--- src/rtl/ps_serializer_fifo_if.sv ---
// Upstream-facing bundle of the serializer: parallel symbol handshake in,
// serial line and status out.
interface ps_serializer_fifo_if #(
  parameter int unsigned WIDTH = 8,
  parameter int unsigned DEPTH = 4,
  parameter int unsigned CNT_W = 16
);
  localparam int unsigned LW = $clog2(DEPTH) + 1;

  logic [WIDTH-1:0] in_data;
  logic             in_valid;
  logic             in_ready;
  logic             data_out;
  logic             sym_start;
  logic             idle_out;
  logic [LW-1:0]    fifo_level;
  logic [CNT_W-1:0] idle_count;

  modport master (
    output in_data, in_valid,
    input  in_ready, data_out, sym_start, idle_out, fifo_level, idle_count
  );

  modport slave (
    input  in_data, in_valid,
    output in_ready, data_out, sym_start, idle_out, fifo_level, idle_count
  );
endinterface

--- src/rtl/ps_serializer_fifo.sv ---
// Parallel-to-serial converter with a small symbol FIFO; sends IDLE_SYM
// whenever the FIFO is empty at a word boundary. Single serial clock domain.
module ps_serializer_fifo #(
  parameter int unsigned      WIDTH     = 8,
  parameter int unsigned      DEPTH     = 4,
  parameter logic [WIDTH-1:0] IDLE_SYM  = 8'hBC,
  parameter bit               MSB_FIRST = 1'b1,
  parameter int unsigned      CNT_W     = 16
) (
  input logic                 clk_32f,
  input logic                 reset_L,
  ps_serializer_fifo_if.slave bus
);
  localparam int unsigned AW = $clog2(DEPTH);
  localparam int unsigned LW = AW + 1;
  localparam int unsigned CW = $clog2(WIDTH);

  logic [WIDTH-1:0] mem [DEPTH];
  logic [AW-1:0]    wr_ptr;
  logic [AW-1:0]    rd_ptr;
  logic [LW-1:0]    level;
  logic [CW-1:0]    bit_cnt;
  logic [WIDTH-1:0] sreg;
  logic [WIDTH-1:0] word;
  logic [CNT_W-1:0] idle_cnt;
  logic             data_out_r;
  logic             sym_start_r;
  logic             idle_r;
  logic             full;
  logic             empty;
  logic             push;
  logic             pop;
  logic             load;

  always_comb begin
    full  = (level == LW'(DEPTH));
    empty = (level == '0);
    load  = (bit_cnt == CW'(WIDTH - 1));
    // Ready depends only on the pre-edge level, so a full FIFO ignores
    // input even on an edge where it also pops.
    push  = bus.in_valid && !full;
    pop   = load && !empty;
    word  = pop ? mem[rd_ptr] : IDLE_SYM;
  end

  always_ff @(posedge clk_32f) begin
    if (push) begin
      mem[wr_ptr] <= bus.in_data;
    end
  end

  always_ff @(posedge clk_32f or negedge reset_L) begin
    if (!reset_L) begin
      wr_ptr <= '0;
      rd_ptr <= '0;
      level  <= '0;
    end else begin
      if (push) begin
        wr_ptr <= wr_ptr + 1'b1;
      end
      if (pop) begin
        rd_ptr <= rd_ptr + 1'b1;
      end
      if (push && !pop) begin
        level <= level + 1'b1;
      end else if (pop && !push) begin
        level <= level - 1'b1;
      end
    end
  end

  always_ff @(posedge clk_32f or negedge reset_L) begin
    if (!reset_L) begin
      bit_cnt     <= CW'(WIDTH - 1);
      sreg        <= '0;
      data_out_r  <= 1'b0;
      sym_start_r <= 1'b0;
      idle_r      <= 1'b0;
      idle_cnt    <= '0;
    end else if (load) begin
      bit_cnt     <= '0;
      sym_start_r <= 1'b1;
      idle_r      <= !pop;
      data_out_r  <= MSB_FIRST ? word[WIDTH-1] : word[0];
      sreg        <= MSB_FIRST ? (word << 1) : (word >> 1);
      if (!pop && (idle_cnt != '1)) begin
        idle_cnt <= idle_cnt + 1'b1;
      end
    end else begin
      bit_cnt     <= bit_cnt + 1'b1;
      sym_start_r <= 1'b0;
      data_out_r  <= MSB_FIRST ? sreg[WIDTH-1] : sreg[0];
      sreg        <= MSB_FIRST ? (sreg << 1) : (sreg >> 1);
    end
  end

  assign bus.in_ready   = !full;
  assign bus.data_out   = data_out_r;
  assign bus.sym_start  = sym_start_r;
  assign bus.idle_out   = idle_r;
  assign bus.fifo_level = level;
  assign bus.idle_count = idle_cnt;
endmodule

--- src/flat_wrapper.sv ---
// flat-port wrapper written by rule: the top's interface ports become plain ports
module ps_serializer_fifo_flat 
#(
  parameter int unsigned      WIDTH     = 8,
  parameter int unsigned      DEPTH     = 4,
  parameter logic [WIDTH-1:0] IDLE_SYM  = 8'hBC,
  parameter bit               MSB_FIRST = 1'b1,
  parameter int unsigned      CNT_W     = 16
)
  (clk_32f, reset_L, bus_in_data, bus_in_valid, bus_in_ready, bus_data_out, bus_sym_start, bus_idle_out, bus_fifo_level, bus_idle_count);
  ps_serializer_fifo_if #(.WIDTH(WIDTH), .DEPTH(DEPTH), .CNT_W(CNT_W)) bus_i ();
  input logic clk_32f;
  input logic reset_L;
  input wire logic [$bits(bus_i.in_data)-1:0] bus_in_data;
  input wire logic [$bits(bus_i.in_valid)-1:0] bus_in_valid;
  output wire logic [$bits(bus_i.in_ready)-1:0] bus_in_ready;
  output wire logic [$bits(bus_i.data_out)-1:0] bus_data_out;
  output wire logic [$bits(bus_i.sym_start)-1:0] bus_sym_start;
  output wire logic [$bits(bus_i.idle_out)-1:0] bus_idle_out;
  output wire logic [$bits(bus_i.fifo_level)-1:0] bus_fifo_level;
  output wire logic [$bits(bus_i.idle_count)-1:0] bus_idle_count;
  assign bus_i.in_data = bus_in_data;
  assign bus_i.in_valid = bus_in_valid;
  assign bus_in_ready = bus_i.in_ready;
  assign bus_data_out = bus_i.data_out;
  assign bus_sym_start = bus_i.sym_start;
  assign bus_idle_out = bus_i.idle_out;
  assign bus_fifo_level = bus_i.fifo_level;
  assign bus_idle_count = bus_i.idle_count;
  ps_serializer_fifo #(.WIDTH(WIDTH), .DEPTH(DEPTH), .IDLE_SYM(IDLE_SYM), .MSB_FIRST(MSB_FIRST), .CNT_W(CNT_W)) u_core (.clk_32f(clk_32f), .reset_L(reset_L), .bus(bus_i));
endmodule
--- config.mk ---
export PLATFORM = sky130hd
export DESIGN_NAME = ps_serializer_fifo_flat
export DESIGN_NICKNAME = d
export VERILOG_FILES = /design/src/rtl/ps_serializer_fifo_if.sv /design/src/rtl/ps_serializer_fifo.sv /design/src/flat_wrapper.sv
export SDC_FILE = /design/constraint.sdc
export NUM_CORES = 1
export LEC_CHECK = 0
export ABC_AREA = 0
export BUFFER_PORTS_ARGS = -buffer_cell sky130_fd_sc_hd__buf_2
export CORE_UTILIZATION = 61
export DETAILED_ROUTE_END_ITERATION = 8
export GPL_ROUTABILITY_DRIVEN = 0
export PLACE_DENSITY = 0.82
export SLEW_MARGIN = 0
export SYNTH_ARGS = -nofsm -noshare
export SYNTH_HDL_FRONTEND = slang
export SYNTH_SLANG_ARGS = --single-unit
--- constraint.sdc ---
create_clock -name clk_32f -period 3.8 [get_ports clk_32f]
set_clock_uncertainty 0.05 [all_clocks]
set_input_delay 0.19 -clock clk_32f [delete_from_list [all_inputs] [get_ports clk_32f]]
set_output_delay 0.19 -clock clk_32f [all_outputs]
set_load 0.03 [all_outputs]
Word level (Yosys, flattened, before mapping)
Memory sizes are Yosys's and may differ from the RTL's.
Cells that the tools add are included.
Word-level totals
  output and inout bits: 23
  bits of input ports: 11
  bits in writable memories: 32
  bits in registers: 37
  memories kept: 1
  word-level logic and storage cells: 40
Cells by class
  eq/ne operators: 3
  $add $sub $neg: 6
  muxes and demuxes: 9
  reductions and logical operators: 12
Memory list
  u_core.mem: depth 4, bits a word 8, read ports 1, clocked after Yosys merged registers in 0, wr ports 1, line ps_serializer_fifo.sv:18  | logic [WIDTH-1:0] mem [DEPTH];
Operators by type and width (count)
  $add A16 B1 Y16 const B: 1
  $mux W8: 2
  $ne A16 B16 Y1 const B: 1
  $mux W3: 3
  $add A3 B1 Y3 const B: 2
  $eq A3 B3 Y1 const B: 2
  $logic_and A1 B1 Y1: 5
  $add A2 B1 Y2 const B: 2
  $logic_not A1 Y1: 4
  $mux W1: 4
  $logic_not A3 Y1: 1
  $sub A3 B1 Y3 const B: 1
  $reduce_and A2 Y1: 1
  $reduce_bool A2 Y1: 1

Depth between registers and ports, before layout
  word-level depth: 7
  depth in mapped cells: 10
  mapped depth without buffers: 9

Worst setup path after synthesis
Ideal clock, no wire load.
  path kind: register to register
  start: reg u_core.bit_cnt[0]
  end: reg u_core.idle_cnt[15] (netlist: u_core.bus.idle_count[15])
  slack: 1415 ps
  clock period less this slack: 2385 ps
  cell stages (with the launch flop): 9
  arrival: 2207 ps
  required time: 3622 ps
  library setup time: 128 ps
  buffers on the path: 2
  cell sequence: dfstp_2 ha_1 ha_1 buf_6 or4b_1 buf_6 nor3_4 nand4_1 mux2_1
Between the ends
  cells in the longest elaborated chain, start to end: 5
RTL lines
  start: declaration: line ps_serializer_fifo.sv:22  | logic [CW-1:0] bit_cnt;
  start signal: assignment: line ps_serializer_fifo.sv:74  | bit_cnt <= CW'(WIDTH - 1);
  start signal: assignment: line ps_serializer_fifo.sv:90  | bit_cnt <= bit_cnt + 1'b1;
  $eq A3 B3 Y1 *: line ps_serializer_fifo.sv:38  | load = (bit_cnt == CW'(WIDTH - 1));
  named net u_core.load: line ps_serializer_fifo.sv:33  | logic load;
  $logic_and A1 B1 Y1: line ps_serializer_fifo.sv:42  | pop = load && !empty;
  $logic_not A1 Y1: line ps_serializer_fifo.sv:86  | if (!pop && (idle_cnt != '1)) begin
  $logic_and A1 B1 Y1: line ps_serializer_fifo.sv:86
  $reduce_and A2 Y1 (no source line) *
  end signal: assignment: line ps_serializer_fifo.sv:87  | idle_cnt <= idle_cnt + 1'b1;
  end: declaration: line ps_serializer_fifo.sv:25  | logic [CNT_W-1:0] idle_cnt;
The timed path passes the listed nets; every way through them passes the cells marked *.
A chain may end at the register's enable or synchronous reset.

Final worst setup path
Ends and elaborated chain as after synthesis.

==> run metrics <==
outcome finished clean; port bufs 33; Clock Root Buffer clkbuf_8; RSZ-0062 raised after global routing no; initial antenna violation count 0; H-tree depth 3; # DRC 0; post-CTS sizing 0; vias per inst 6.15; Hold Path Class primary input to register; number of max-slew violations in the final report 0; Num CTS Buffers 9; Final Hold Fails 0; Setup-failing EPs final 0; Crit. End Element register; Die Y 70.1 um; Pwr Density 673 nW/um^2; Post-Synthesis Cell Area about 2800 sq um; clk_lat worst skew 0.33 ns; gr usage total 0.252; unique cell type count in the Yosys netlist 36; post-place setup slack 1.07 ns; total die area approximately 4900 sq um; Worst slew margin 0.463; Tcrit/Tclk final 0.732; crit path time final 2.78 ns; most used cells in the layout excluding fill and tap cells 33 x buf_2, 33 x dfrtp_1, 32 x edfxtp_1; cell taking the most area after synthesis edfxtp_1; Synth warnings 0; Area growth syn-to-layout 15.4%; Max Buffers Root-to-Sink 2; chip width roughly 70 um; Total Neg Setup Slack 0 ns; f_max 359 MHz; TritonCTS clock tree yes; Worst Path Arrival a little under 3 ns; sequential area share after synthesis 0.659; post-synthesis async set-or-reset flop share 0.529; Lkg Pwr between 1 and 1.5 nW; slew at the pin with the worst max-slew slack 0.801 ns; Detail Placement HPWL 3.58 mm; vias post-DR 1,715; fillers 286; VDD IR max around 470 uV; num rows 24; remaining antenna violation count 0; nets@finish around 240; largest net degree at the start of global routing 37; footprint of the multi-input gates 911 sq um; Area contributors post-synth edfxtp_1 34%, dfrtp_1 29%, mux4_2 6.4%, ha_1 3.5%, xor2_1 3.1%; ant diodes 0; Mapped Cells 180; Avg Cell Area, Syn 15.7 sq um; Total Power between 0.002 and 0.0025 W; Post-Syn Nets 200; worst setup margin 1.02 ns; Worst-path clk slew 0.08 ns; Crit Path Category register to register; vias in the first global route 1,775; Core Region around 4400 sq um; number of synthesized register bits slightly below 70; TritonRoute pass-1 iters 4; worst-path maximum fanout 11; share of cells above drive strength 1 0.286; Top FF cell, synth dfrtp_1; Max Cap Viol 0; Reg area 1870 sq um; post-synth top area share 0.340; clk sinks 68; Iteration-0 DRC Markers 124; Critical Path RT roughly 4.0 ns; Wirelength per Cell 19.4 um; first-pass GRT wire length 8.97 mm; I/O pin total 34; grt ovf 0; WL final 5.42 mm; crit start category register; number of flops mapped to enable cells by yosys 32; Initial Util 0.641
[cell type report]
class | instances | share of cell area
Multi-Input combinational cell | 102 | 0.279
Clock buffer | 10 | 0.0391
Tap cell | 52 | 0.0199
Inverter | 6 | 0.00690
Timing Repair Buffer | 35 | 0.0567
Clock inverter | 6 | 0.0272
Sequential cell | 68 | 0.571
[cell usage after synthesis, drive strengths merged (2+ instances only)]
cell and n:
nor3 4, dfstp 3, nor4 3, a21oi 3, ha 8, and3 7
nor2 9, nand4 6, nand2 5, mux2 4, buf 3, edfxtp 32
nand3 9, inv 6, mux4 8, o22a 5, xor2 10, a22o 2
dfrtp 33, xnor2 8
[stage by stage]
| stage | util | std cells | hold WS (ns) | instance area (sq um) |
|---|---|---|---|---|
| floorplan | - | 180 | -0.156 | 2830 |
| global placement | 0.686 | 261 | 0.247 | 3030 |
| detailed placement | 0.686 | 261 | 0.270 | 3030 |
| CTS | 0.740 | 279 | 0.00346 | 3270 |
| global route | 0.740 | 279 | 0.00701 | 3270 |
| finish | 0.740 | 279 | 0.0182 | 3270 |
[metal layers]
metal  up-vias  GRT usage  routed length, um
met5         -          0                  0
met4         0      0.140                162
met3        20     0.0548                251
met2        62      0.416               2840
met1       876      0.311               2170
li1        757          -                  -
[state kept, by name (all words and copies together), names as in the netlist]
| register | cells |
|---|---|
| u_core.bus.idle_count | 16 |
| u_core.bus.sym_start | 1 |
| u_core.bus.data_out | 1 |
| u_core.rd_ptr | 2 |
| u_core.bit_cnt | 3 |
| u_core.bus.fifo_level | 3 |
| u_core.bus.idle_out | 1 |
| u_core.sreg | 7 |
| u_core.wr_ptr | 2 |
| u_core.mem | 32 |
[worst max-delay path, stage by stage, from the launching register on]
cell and delay (ns):
dfstp_2 0.55, ha_1 0.15, ha_1 0.41, or4b_1 0.70, nor3_4 0.36, nand4_1 0.14
mux2_1 0.32
[power by group]
group,total (W),switching (W),internal [W]
Combinational,0.000475,0.000248,0.000227
Clock,0.000638,0.000269,0.000369
Sequential,0.00108,0.000147,0.000938
Total,0.00220,0.000664,0.00153
[cells by family (layout without fill, tap and decap cells)]
group / count (synthesis) / count (layout) / share of synthesized area
mux: 13 / 13 / 0.0831
xor+xnor: 18 / 18 / 0.0557
buf+inv: 10 / 57 / 0.0190
simple gates: 50 / 50 / 0.107
fa+ha+maj: 9 / 9 / 0.0424
flops: 68 / 68 / 0.659
compound gates: 12 / 12 / 0.0340
[worst paths after layout]
check | depth (start not counted) | end | startpoint | slack, ns
min reg2reg | 1 | u_core.sreg[4] | u_core.sreg[3] | 0.42
max in group asynchronous | 2 | u_core.bus.idle_count[9] | reset_L | 2.77
min | 1 | u_core.mem[2][1] | bus_in_data[1] | 0.02
max | 6 | u_core.bus.idle_count[15] | u_core.bit_cnt[0] | 1.02
min in group asynchronous | 2 | u_core.bus.data_out | reset_L | 0.42
max reg2reg | 6 | u_core.bus.idle_count[15] | u_core.bit_cnt[0] | 1.02
[what timing repair did]
item / 4_1_cts / 5_1_grt
hold endpoints to repair: 34 / 0
buffers inserted: 0 / 0
hold buffers: 2 / 0
setup endpoints to repair: 0 / 0
No activity file was read; power rests on OpenSTA's default activity.
